## config.mk

```make
export PLATFORM = sky130hd
export DESIGN_NAME = reg_file_sb
export DESIGN_NICKNAME = d
export VERILOG_FILES = /design/src/rtl/reg_file_sb.sv
export SDC_FILE = /design/constraint.sdc
export NUM_CORES = 2
export LEC_CHECK = 0
export ABC_AREA = 1
export BUFFER_PORTS_ARGS = -buffer_cell sky130_fd_sc_hd__buf_2
export CAP_MARGIN = 20
export CORE_ASPECT_RATIO = 1.4
export CORE_UTILIZATION = 40
export DETAILED_ROUTE_END_ITERATION = 8
export PLACE_DENSITY = 0.57
export SETUP_SLACK_MARGIN = 0.4
export SYNTH_ARGS = -nofsm -noshare
export SYNTH_HDL_FRONTEND = slang
export SYNTH_SLANG_ARGS = --single-unit
```

## constraint.sdc

```tcl
create_clock -name clk -period 34.4 [get_ports clk]
set_input_delay 6.88 -clock clk [delete_from_list [all_inputs] [get_ports clk]]
set_output_delay 6.88 -clock clk [all_outputs]
set_load 0.02 [all_outputs]
```

## src/rtl/reg_file_sb.sv

```systemverilog
// Parametrised 2-read/1-write register file with per-register busy scoreboard
// and a sequenced bulk-clear sweep. Define REGFILE_BYPASS_EN for write-first read forwarding.
module reg_file_sb #(
  parameter int XLEN = 32,
  parameter int NREG = 32,
  parameter int AW   = $clog2(NREG)
) (
  input  logic            clk,
  input  logic            rst,
  input  logic [AW-1:0]   rd_addr1,
  input  logic [AW-1:0]   rd_addr2,
  output logic [XLEN-1:0] rd_data1,
  output logic [XLEN-1:0] rd_data2,
  output logic            rd_busy1,
  output logic            rd_busy2,
  input  logic            wr_en,
  input  logic [AW-1:0]   wr_addr,
  input  logic [XLEN-1:0] wr_data,
  input  logic            set_en,
  input  logic [AW-1:0]   set_addr,
  input  logic            clr_req,
  output logic            sweeping,
  output logic            ready
);

`ifdef REGFILE_BYPASS_EN
  localparam bit BYPASS = 1'b1;
`else
  localparam bit BYPASS = 1'b0;
`endif

  localparam logic [AW-1:0] LAST_IDX = AW'(NREG - 1);

  typedef enum logic {IDLE, SWEEP} state_t;

  state_t              state_q, state_d;
  logic [AW-1:0]       idx_q;
  logic [XLEN-1:0]     regs [NREG];
  logic [NREG-1:0]     busy_q;
  logic                wr_fire;
  logic                set_fire;
  logic                clr_start;

  // Handshake: wr_en/set_en are accepted only on an edge where ready is high;
  // while sweeping they are dropped, never queued. clr_req is sampled in IDLE only.
  assign wr_fire   = wr_en  && ready && (wr_addr  != '0);
  assign set_fire  = set_en && ready && (set_addr != '0);
  assign clr_start = (state_q == IDLE) && clr_req;

  always_ff @(posedge clk or posedge rst) begin
    if (rst) state_q <= IDLE;
    else     state_q <= state_d;
  end

  always_comb begin
    state_d  = state_q;
    sweeping = 1'b0;
    case (state_q)
      IDLE: begin
        if (clr_req) state_d = SWEEP;
      end
      SWEEP: begin
        sweeping = 1'b1;
        if (idx_q == LAST_IDX) state_d = IDLE;
      end
      default: state_d = IDLE;
    endcase
  end

  assign ready = ~sweeping;

  // Register array and sweep index; register 0 is never written.
  always_ff @(posedge clk or posedge rst) begin
    if (rst) begin
      idx_q <= AW'(1);
      for (int i = 0; i < NREG; i++) regs[i] <= '0;
    end else begin
      if (wr_fire) regs[wr_addr] <= wr_data;
      if (sweeping) begin
        regs[idx_q] <= '0;
        // Reload to 1 after the last register so the index never passes through 0.
        idx_q <= (idx_q == LAST_IDX) ? AW'(1) : idx_q + AW'(1);
      end
    end
  end

  // Same-address set and write: the set is applied last so the new producer wins.
  always_ff @(posedge clk or posedge rst) begin
    if (rst) begin
      busy_q <= '0;
    end else if (clr_start) begin
      busy_q <= '0;
    end else begin
      if (wr_fire)  busy_q[wr_addr]  <= 1'b0;
      if (set_fire) busy_q[set_addr] <= 1'b1;
    end
  end

  always_comb begin
    rd_data1 = (rd_addr1 == '0) ? '0 : regs[rd_addr1];
    rd_data2 = (rd_addr2 == '0) ? '0 : regs[rd_addr2];
    if (BYPASS && wr_fire && (wr_addr == rd_addr1)) rd_data1 = wr_data;
    if (BYPASS && wr_fire && (wr_addr == rd_addr2)) rd_data2 = wr_data;
    rd_busy1 = (rd_addr1 == '0) ? 1'b0 : busy_q[rd_addr1];
    rd_busy2 = (rd_addr2 == '0) ? 1'b0 : busy_q[rd_addr2];
  end

endmodule
```

## Yosys cells after proc, flatten, opt, wreduce, memory -nomap -nowiden

Cells that the tools add are included.

- Bits of input ports: 57
- Register bits after elaboration: 1062
- Logic and storage cells: 107

- Add/subtract/negate cells: 1
- Order comparisons: 12
- Bitwise logic cells: 11
- Equal/unequal tests: 1
- Reduce and logical (&&, ||, !) cells: 13
- Mux-type cells: 34

Operators with widths:

| kind | count |
|---|---|
| $mux W1024 | 2 |
| $and A1024 B1024 Y1024 | 1 |
| $bwmux W1024 | 1 |
| $not A1024 Y1024 | 1 |
| $mux W32 | 12 |
| $bmux W32 S5 | 2 |
| $demux W32 S5 | 2 |
| $and A32 B32 Y32 | 1 |
| $not A32 Y32 | 1 |
| $or A32 B32 Y32 | 1 |
| $ge A6 B6 Y1 const B | 4 |
| $lt A5 B6 Y1 const B | 4 |
| $not A5 Y6 | 4 |
| $lt A6 B1 Y1 const B | 2 |
| $bmux W1 S5 | 2 |
| $demux W1 S5 | 2 |
| $ge A5 B1 Y1 const B | 2 |
| $logic_not A5 Y1 | 2 |
| $reduce_bool A5 Y1 | 2 |
| $logic_and A1 B1 Y1 | 9 |
| $mux W1 | 9 |
| $add A5 B1 Y5 const B | 1 |
| $eq A5 B5 Y1 const B | 1 |
| $mux W5 | 1 |
| other kinds (2) | 3 |

## Depth between registers and ports, before layout

- Depth after elaboration: 11
- Depth in mapped cells: 13

## Worst setup path before layout

No wires, ideal clock.

- Path kind: input port to output port
- Start point: in rd_addr1[1]
- End point: out rd_data1[31]
- Data arrival time: 8288 ps
- Path slack: 19232 ps
- Buffers on the path: 3
- Stages on the path: 10
- Path through: buf_2 -> inv_2 -> buf_2 -> clkbuf_1 -> o21ai_0 -> o21ai_0 -> nor2_1 -> nor2_1 -> nor2_1 -> nor2_1

- Word-level cells in the longest chain between the ends: 5

Ends and longest elaborated chain:

| element | RTL line | RTL |
|---|---|---|
| from (decl) | 10 | `input logic [AW-1:0] rd_addr1,` |
| $not A5 Y6 (implied by the code) | 100 | `rd_data1 = (rd_addr1 == '0) ? '0 : regs[rd_addr1];` |
| $bmux W32 S5 | 100 |  |
| $mux W32 (implied by the code) (2 in series) | 100 |  |
| $mux W32 (*) | 100 |  |
| to (decl) | 12 | `output logic [XLEN-1:0] rd_data1,` |

Every way passes the cells marked *; elsewhere a longest branch is shown, timed or not. The select of a mux whose other input is x is not followed.

## Worst setup path in the final report

- Start point: in rd_addr2[0]
- End point: out rd_data2[2]

- Word-level cells in the longest chain between the ends: 5

Ends and longest elaborated chain:

| element | RTL line | RTL |
|---|---|---|
| from (decl) | 11 | `input logic [AW-1:0] rd_addr2,` |
| $not A5 Y6 (implied by the code) | 101 | `rd_data2 = (rd_addr2 == '0) ? '0 : regs[rd_addr2];` |
| $bmux W32 S5 | 101 |  |
| $mux W32 (implied by the code) (2 in series) | 101 |  |
| $mux W32 (*) | 101 |  |
| to (decl) | 13 | `output logic [XLEN-1:0] rd_data2,` |

Marked as above.

==> flow_summary.json <==
{
  "final-hold-violation-count": 0,
  "synth_compound_area_share_pct": 18.35,
  "final_cells": 10770,
  "post_cts_resized": 0,
  "ios": 125,
  "layout-drive-gt1-share_pct": 6.318,
  "placedCellCount": 10540,
  "r2r_slack_ns": 30.50,
  "period_share_pct": 55.09,
  "routed_wl_um": 285600,
  "ir_drop_uv": 48.06,
  "clockBufferDepth": 3,
  "place_area_um2": 63770,
  "syn_area_um2": 62780,
  "numPortBuffers": 124,
  "die_x_um": 336.8,
  "ys_warn_count": 0,
  "cts_hold_buf": 0,
  "dieArea_um2": 158600,
  "syn_to_final_growth_pct": 8.665,
  "hpwl_um": 145700,
  "cts_setup_buffers": 0,
  "ctsRootBufferMaster": "clkbuf_16",
  "clk_pin_slew_ns": 0.06,
  "synth_area_leaders": "dfrtp_1, nand2_1, nand3_1, a21oi_1, o22ai_1",
  "ys_seq_area_share_pct": 42.33,
  "grt_overflow": 0,
  "start_util_pct": 40.36,
  "cts_tree": "built",
  "drt_iter0_markers": 8880,
  "power_density_nw_per_um2": 57.19,
  "syn_avg_cell_area_um2": 6.888,
  "yosysUniqueCellTypes": 28,
  "synth.largest_area_cell": "dfrtp_1",
  "design_area_um2": 68220,
  "viasPerCell": 6.242,
  "track_usage_pct": 35.44,
  "crit_type": "in2out",
  "fmax_mhz": 52.77,
  "synthMuxAreaShare_pct": 0,
  "worst_pin_slew_ns": 1.273,
  "finalSetupViolCount": 0,
  "gp_congestion": 0.8655,
  "antenna_found_initial": 4,
  "num_rows": 171,
  "status": "finished, final reports clean",
  "cp.required_ns": 27.52,
  "min_period_ns": 18.95,
  "netlist_instances": 9114,
  "start_kind": "primary input",
  "drcViolationCount": 0,
  "grt_pass1_vias": 64870,
  "syn_nets": 9176,
  "finalMaxSlewViolations": 0,
  "leakage_nw": 31.75,
  "end_kind": "primary output",
  "rsz0062_at_grt": "false",
  "detail_route.wl_per_cell_um": 26.53,
  "crit_fanout": 157,
  "synth-adder-area-share_pct": 0.09965,
  "cp_data_arrival_time_ns": 12.07,
  "num-nets-final": 8659,
  "ys_ff_latch": 1062,
  "yosysTopAreaCellShare_pct": 42.29,
  "vias": 67220,
  "numCtsBuffers": 115,
  "die_h_um": 470.8,
  "core_um2": 155500,
  "fin_skew_ns": 0.02391,
  "grt_max_degree": 183,
  "cts_sinks": 1062,
  "grt_pass1_wl_um": 424800,
  "drt-pass1-iter-count": 6,
  "setup_tns_ns": 0,
  "slew_headroom_pct": 15.15,
  "synthSimpleGateAreaFrac_pct": 31.67,
  "final_antenna_net_count": 0,
  "nFillCells": 15890,
  "min_path_type": "reg2reg",
  "synth_top_family_by_area": "simple AND/OR/NAND/NOR gates",
  "maxCapViolCount": 0,
  "clk_latency_ns": 0.77,
  "synth-xor-area-share_pct": 0,
  "htreeDepth": 3
}
[power by group]
part	total [mW]	internal [mW]	leakage (nW)	switching, mW
logic	1.05	0.235	15.2	0.820
registers	1.49	1.38	14.6	0.112
clock network	1.35	0.787	1.96	0.567
[path summary, 6_finish.rpt]
| check | startpoint | end | depth (start not counted) |
|---|---|---|---|
| max in group asynchronous | rst | regs[959] | 8 |
| hold / removal | regs[1022] | regs[1022] | 2 |
| min in group asynchronous | rst | regs[520] | 3 |
| setup / recovery | rd_addr2[0] | rd_data2[2] | 14 |
| setup reg to reg | state_q | regs[183] | 7 |
| hold reg to reg | regs[1022] | regs[1022] | 2 |
[registers in the layout, indices dropped and copies added, names as in the netlist]
name and count:
regs 1024, state_q 1, idx_q 5, busy_q 32
[cells in the final DEF (no fill, tap or decap), types with 4 or more instances in the layout]
| cell type | Yosys | final |
|---|---|---|
| clkbuf_8 | 0 | 23 |
| o21ai_1 | 79 | 79 |
| nand2_2 | 5 | 7 |
| inv_2 | 20 | 17 |
| a21oi_1 | 1057 | 1057 |
| inv_1 | 223 | 220 |
| buf_16 | 0 | 20 |
| buf_2 | 226 | 116 |
| clkbuf_16 | 0 | 118 |
| o21ai_0 | 310 | 310 |
| nor2_8 | 6 | 6 |
| clkinv_2 | 0 | 22 |
| buf_12 | 0 | 10 |
| nor3_1 | 14 | 11 |
| a211oi_1 | 64 | 64 |
| dfrtp_1 | 1061 | 1061 |
| nor2_1 | 391 | 389 |
| nand3_1 | 1441 | 1436 |
| buf_4 | 15 | 131 |
| nor2_2 | 9 | 4 |
| o22ai_1 | 608 | 608 |
| clkinvlp_4 | 0 | 9 |
| ha_1 | 5 | 5 |
| clkbuf_1 | 563 | 20 |
| buf_8 | 1 | 6 |
| nand2_4 | 0 | 8 |
| nand2_1 | 2889 | 2879 |
| nor2_4 | 3 | 10 |
| bufinv_16 | 0 | 15 |
[layout make-up]
type,instances,area (µm²),area share (%)
inverter,247,983.4,1.442
clock buffer,161,3344,4.902
sequential,1062,26580,38.96
clock inverter,49,663.1,0.9720
multi-input combinational,6886,31620,46.35
antenna,2,5.005,0.007336
tap,2076,2597,3.807
timing repair buffer,285,2427,3.558
[stage by stage]
stage	setup WS, ns	power [mW]	hold WS, ns	utilization (%)
after floorplan	12.88	2.123	0.4584	-
after global placement	15.74	2.516	0.4716	40.89
after detailed placement	15.75	2.528	0.4760	41.00
after CTS	15.75	3.875	0.4930	43.58
after global routing	15.38	4.032	0.5153	43.86
final	15.45	3.902	0.4910	43.86
[critical path, cell delays in order]
cell and delay [ns]:
buf_8 0.22, inv_8 0.69, buf_4 0.76, buf_4 0.88
buf_12 0.70, nand2_1 0.11, nand3_1 0.10, nand3_1 0.11
nand2_1 0.12, nand2_1 0.06, nand3_1 0.11, nand2_1 0.12
nor2_1 0.55, buf_2 0.29
[metal layers]
metal | share of wire [%] | global-route usage [%]
met5 | 0.0039 | 0
met1 | 38 | 43.97
met4 | 6.4 | 20.93
met2 | 46 | 57.45
met3 | 10 | 6.182
[cell families (layout without fill, tap and decap cells)]
kind of cell             count (synthesis)  after routing
AND/OR/NAND/NOR                       4763           4763
AO/OA/AOI/OAI                         2118           2118
flip-flops                            1062           1062
adder cells (fa/ha/maj)                  5              5
buffers and inverters                 1166            742
other                                    0              2
[synth_stat cells]
cell type	count
a211oi_1	64
a21oi_1	1057
buf_1	103
buf_2	226
buf_4	15
buf_8	1
clkbuf_1	563
clkbuf_2	11
clkinv_1	4
dfrtp_1	1061
dfstp_2	1
ha_1	5
inv_1	223
inv_2	20
nand2_1	2889
nand2_2	5
nand2_8	1
nand3_1	1441
nand4_1	1
nor2_1	391
nor2_2	9
nor2_4	3
nor2_8	6
nor3_1	14
o21ai_0	310
o21ai_1	79
o22ai_1	608
or2_2	3
No activity file was read; power rests on OpenSTA's default activity.
